$ cat config.mk
export PLATFORM = sky130hd
export DESIGN_NAME = alu
export DESIGN_NICKNAME = d
export VERILOG_FILES = /design/src/rtl/alu.sv
export SDC_FILE = /design/constraint.sdc
export NUM_CORES = 1
export LEC_CHECK = 0
export CAP_MARGIN = 20
export CORE_MARGIN = 10
export CORE_UTILIZATION = 30
export CTS_CLUSTER_DIAMETER = 60
export DETAILED_ROUTE_END_ITERATION = 10
export SETUP_SLACK_MARGIN = 0.05
export SYNTH_ARGS = -nofsm -noshare
export SYNTH_HDL_FRONTEND = slang
export SYNTH_SLANG_ARGS = --single-unit
$ cat constraint.sdc
create_clock -name clk -period 1.8 [get_ports clk]
set_input_delay 0.45 -clock clk [delete_from_list [all_inputs] [get_ports clk]]
set_output_delay 0.45 -clock clk [all_outputs]
set_load 0.005 [all_outputs]
$ cat src/rtl/alu.sv
// alu: 16-bit ALU with register forms and 8-bit immediate forms; C and Flags are registered.
// Latency: 1 cycle. C and Flags load on every rising clk edge from the inputs present at that edge.
// Backpressure: none. A new operation is accepted every cycle and never stalls.
//
// Ports:
//   clk     rising-edge clock
//   reset   asynchronous active-high reset; clears C and Flags
//   A       first operand (destination register value)
//   B       second operand; immediate forms use only B[7:0]
//   Opcode  operation select
//   C       registered result
//   Flags   registered flags {carry/borrow, low, overflow, zero, negative}
//
// Optional feature: define ALU_SHIFT_EN to enable LSH (0x84) and LSHI (0x80/0x81).
module alu (
  input  logic        clk,
  input  logic        reset,
  input  logic [15:0] A,
  input  logic [15:0] B,
  input  logic [7:0]  Opcode,
  output logic [15:0] C,
  output logic [4:0]  Flags
);

  typedef enum logic [3:0] {
    OP_NONE,
    OP_AND,
    OP_OR,
    OP_XOR,
    OP_ADD,
    OP_SUB,
    OP_CMP,
    OP_SHL,
    OP_SHR
  } op_e;

  op_e         op;
  logic        imm;

  logic [15:0] b_sx;
  logic [15:0] b_zx;
  logic [15:0] b_arith;
  logic [15:0] b_logic;
  logic [16:0] sum;
  logic [15:0] diff;

  logic [15:0] res;
  logic        cf;
  logic        lf;
  logic        ff;
  logic        zf;
  logic        nf;
  logic        upd;

  // Opcode decode. Register forms live in the 0x0_ row and need all 8 bits.
  // Immediate forms key on the high nibble only; the low nibble is a don't-care.
  always_comb begin
    op  = OP_NONE;
    imm = 1'b0;
    case (Opcode[7:4])
      4'h0: begin
        case (Opcode[3:0])
          4'h1:    op = OP_AND;
          4'h2:    op = OP_OR;
          4'h3:    op = OP_XOR;
          4'h5:    op = OP_ADD;
          4'h9:    op = OP_SUB;
          4'hB:    op = OP_CMP;
          default: op = OP_NONE;
        endcase
      end
      4'h1: begin op = OP_AND; imm = 1'b1; end
      4'h2: begin op = OP_OR;  imm = 1'b1; end
      4'h3: begin op = OP_XOR; imm = 1'b1; end
      4'h5: begin op = OP_ADD; imm = 1'b1; end
      4'h9: begin op = OP_SUB; imm = 1'b1; end
      4'hB: begin op = OP_CMP; imm = 1'b1; end
`ifdef ALU_SHIFT_EN
      4'h8: begin
        case (Opcode[3:0])
          4'h0:    op = OP_SHL;
          4'h1:    op = OP_SHR;
          4'h4:    op = B[4] ? OP_SHR : OP_SHL;
          default: op = OP_NONE;
        endcase
      end
`endif
      default: op = OP_NONE;
    endcase
  end

  // Arithmetic immediates are signed; logic immediates are unsigned.
  // Unsigned comparisons (borrow, low) read an immediate as its 0..255 value,
  // while the arithmetic result and signed checks use the sign-extended form.
  assign b_sx    = {{8{B[7]}}, B[7:0]};
  assign b_zx    = {8'h00, B[7:0]};
  assign b_arith = imm ? b_sx : B;
  assign b_logic = imm ? b_zx : B;
  assign sum     = {1'b0, A} + {1'b0, b_arith};
  assign diff    = A - b_arith;

  always_comb begin
    res = 16'h0000;
    cf  = 1'b0;
    lf  = 1'b0;
    ff  = 1'b0;
    zf  = 1'b0;
    nf  = 1'b0;
    upd = 1'b1;
    case (op)
      OP_AND: res = A & b_logic;
      OP_OR:  res = A | b_logic;
      OP_XOR: res = A ^ b_logic;
      OP_ADD: begin
        res = sum[15:0];
        cf  = sum[16];
        ff  = (A[15] == b_arith[15]) && (sum[15] != A[15]);
      end
      OP_SUB: begin
        res = diff;
        cf  = (A < b_logic);
        ff  = (A[15] != b_arith[15]) && (diff[15] != A[15]);
      end
      OP_CMP: begin
        res = 16'h0000;
        lf  = (A < b_logic);
        nf  = ($signed(A) < $signed(b_arith));
        zf  = (A == b_arith);
      end
      OP_SHL: res = A << B[3:0];
      OP_SHR: res = A >> B[3:0];
      // Unsupported opcode: C goes to zero, Flags keep their last value.
      default: upd = 1'b0;
    endcase
    if (op != OP_CMP) begin
      zf = (res == 16'h0000);
      nf = res[15];
    end
  end

  always_ff @(posedge clk or posedge reset) begin
    if (reset) begin
      C     <= 16'h0000;
      Flags <= 5'b00000;
    end else begin
      C <= res;
      if (upd) begin
        Flags <= {cf, lf, ff, zf, nf};
      end
    end
  end

endmodule

==> results_dict.tcl <==
set metrics [dict create \
    status "finished with violations" \
    failed_checks "setup timing" \
    max_freq_ghz 0.300 \
    synth_top_flop_cell "dfrtp_1" \
    cts_buffer_depth 2 \
    dp_slack_ns -2.24 \
    yosysTopAreaCell "ha_1" \
    placedCellCount 898 \
    h-tree-depth 1 \
    synthesis.area_mm2 0.00394 \
    cp.required_ns 1.98 \
    synth_most_common_cell "ha_1" \
    diodes 0 \
    fin_area_mm2 0.00767 \
    grt_pass1_vias 5285 \
    dr_wl_met2_um 8360 \
    core_area_mm2 0.0127 \
    dieArea_mm2 0.0181 \
    end_kind "register" \
    clock_latency_ns 0.26 \
    min_period_ns 3.33 \
    path_clk_slew_ns 0.06 \
    synth_cell_types 77 \
    layout-drive-gt1-share_pct 53.0 \
    setup_slack_ns -1.53 \
    initial_utilization_pct 31.0 \
    synth_nets 629 \
    ir_worst_vdd_mv 0.343 \
    finClkSkew_ns 0 \
    dr.first_iter.drc_count 358 \
    yosys.area.top_type_share_pct 23.5 \
    cp.arrival_ns 3.50 \
    grt_max_degree 22 \
    setup_violations 21 \
    multi_input_area_mm2 0.00406 \
    r2r_cells 6 \
    dr_wl_met3_um 922 \
    ant_nets 0 \
    hp-class "in2async" \
    drt-wirelength-per-cell_um 17.7 \
    cts_root_buffer "clkbuf_16" \
    cpMostUsedCell "buf_6" \
    wirelength_um 17000 \
    leakage_nw 3.54 \
    die_w_um 135 \
    synth_commonest_cells "74 x ha_1, 58 x inv_1, 43 x nand2_1" \
    port_buffers 62 \
    nFillCells 1088 \
    grt_overflow 0 \
    syn_area_per_cell_um2 7.71 \
    power_density_mw_per_mm2 493 \
    cts_sinks 21 \
    ys_warn_count 0 \
    met1_length_um 7160 \
    highest_layer "met4" \
    slowest_stage "or4_1" \
    async_flop_share_pct 100 \
    grtUsageTotal_pct 17.9 \
    regArea_um2 526 \
    syn_to_final_growth_pct 94.7 \
    cts_tree "done" \
    slew_headroom_pct 71.3 \
    postSynthCellCount 511 \
    ys_seq_area_share_pct 13.3 \
    grt_pass1_wl_um 26800 \
    crit_type "in2reg" \
    tightest_slew_ns 0.429 \
    route.detailed.drc 0 \
    crit_fanout 4 \
    core.rowCount 41 \
    synthTopCellsByArea "ha_1 24%, dfrtp_1 13%, inv_1 5.5%, a21oi_1 4.3%, nand2_1 4.1%" \
    die_h_um 135 \
    nNetsFinal 906 \
    finalNonFillerCells 959 \
    synth_edf_count 0 \
    hold_viol_final 0 \
    antenna_found_initial 0 \
    max_cap_viol_count 0 \
    place_area_mm2 0.00632 \
    drv_slew 0 \
    viasPerCell 5.29 \
    dpl.hpwl_um 13000 \
    cts_made_buffers 3 \
    power.total_mw 3.78 \
    dr.pass1.iters 5 \
    slowest_delay_ns 0.46 \
    period_share_pct 185 \
    start_kind "primary input" \
    gp_congestion 0.925 \
    vias 5077 \
    io_pins 63 \
    rsz0062_at_grt "yes" \
    ys_ff_latch 21 \
    path_cells "buf_8 -> buf_6 -> a22oi_2 -> buf_12 -> nand2b_4 -> nand2_4 -> ha_4 -> a21o_1 -> buf_4 -> buf_6 -> a21oi_4 -> nor2_4 -> a311oi_4 -> buf_4 -> buf_6 -> or4_1 -> a31o_2 -> o211ai_1 -> a31oi_1 -> o221ai_1" \
]
[repair_timing]
item                       in CTS  in global routing
gates resized for setup       193                 73
buffers inserted               42                 27
hold buffers                    0                  0
hold endpoints to repair        0                  0
pin swaps                      67                 60
setup endpoints to repair      21                 21
[cells by family (layout without fill, tap and decap cells)]
kind of cell	after synthesis	count (layout)	share of synthesized area, %
multiplexers	5	5	1.30
flip-flops	21	21	13.3
AO/OA/AOI/OAI	165	165	30.6
XOR/XNOR	11	11	2.45
buffers and inverters	82	358	8.58
adder cells (fa/ha/maj)	76	76	24.5
AND/OR/NAND/NOR	151	151	19.2
[state kept, by name, summed over array words and instances (netlist names)]
name	flops
C	16
Flags	5
[power by group]
group          total, mW  switching [mW]  internal, mW
logic               2.74            1.30          1.44
registers          0.565          0.0273         0.538
clock network      0.471           0.173         0.298
[per-stage QoR]
stage	TNS (ns)	hold WS (ns)	utilization, %
after floorplan	-13.83	0.427	-
final	-17.91	0.518	60.3
after global routing	-19.83	0.543	60.3
after detailed placement	-32.01	0.521	49.7
after global placement	-31.38	0.512	49.7
after CTS	-17.16	0.528	56.9
[layer usage]
layer / GRT usage, % / up-vias
li1: - / 2422
met1: 21.7 / 2431
met2: 31.3 / 182
met3: 2.89 / 42
met4: 5.80 / 0
met5: 0 / -
[layout by cell type (no fill, tap or decap), types with 4 or more instances in the layout]
cell / netlist / routed
nand3_1: 16 / 12
a21oi_2: 0 / 9
a31oi_4: 1 / 4
nand3_2: 1 / 4
o21ai_1: 2 / 9
buf_4: 0 / 188
dfrtp_1: 21 / 21
nor3_2: 1 / 4
ha_4: 0 / 15
a21oi_1: 34 / 20
inv_1: 58 / 41
nor2_4: 0 / 7
o211ai_1: 9 / 9
ha_2: 0 / 4
nor3_1: 15 / 10
nor2_1: 34 / 25
nor4_1: 6 / 4
o22ai_1: 7 / 4
mux2i_1: 4 / 4
xnor2_1: 8 / 8
nand2_2: 1 / 6
a21o_1: 11 / 11
buf_6: 3 / 46
nand2_1: 43 / 35
o21ai_2: 0 / 7
a221oi_2: 1 / 4
a21oi_4: 0 / 5
clkbuf_2: 0 / 5
buf_8: 0 / 4
clkdlybuf4s50_1: 0 / 41
ha_1: 74 / 55
buf_2: 6 / 4
inv_2: 1 / 13
a22oi_1: 7 / 5
o21ai_0: 27 / 11
[path summary, 6_finish.rpt]
path | end | slack [ns] | from
max | Flags[0] | -1.53 | Opcode[5]
min in group clk | Flags[4] | 0.52 | Flags[4]
max in group asynchronous | C[6] | 1.06 | reset
min reg2reg | Flags[4] | 0.52 | Flags[4]
min | C[9] | 0.52 | reset
max reg2reg | Flags[1] | 0.12 | Flags[1]
[final cells by class]
type / count / share of cell area, %
clock buffers: 3 / 0.979
clock inverters: 1 / 0.0653
inverters: 59 / 3.20
multi-input cells: 408 / 53.0
flip-flops and latches: 21 / 6.85
well taps: 172 / 2.81
repair buffers: 295 / 33.1
[critical path, delay by kind of cell]
kind / cells / cell delay (ns)
adder cells (fa/ha/maj): 1 / 0.28
AO/OA/AOI/OAI: 8 / 1.18
buffers and inverters: 7 / 0.84
AND/OR/NAND/NOR: 4 / 0.75
No activity file was read; power rests on OpenSTA's default activity.
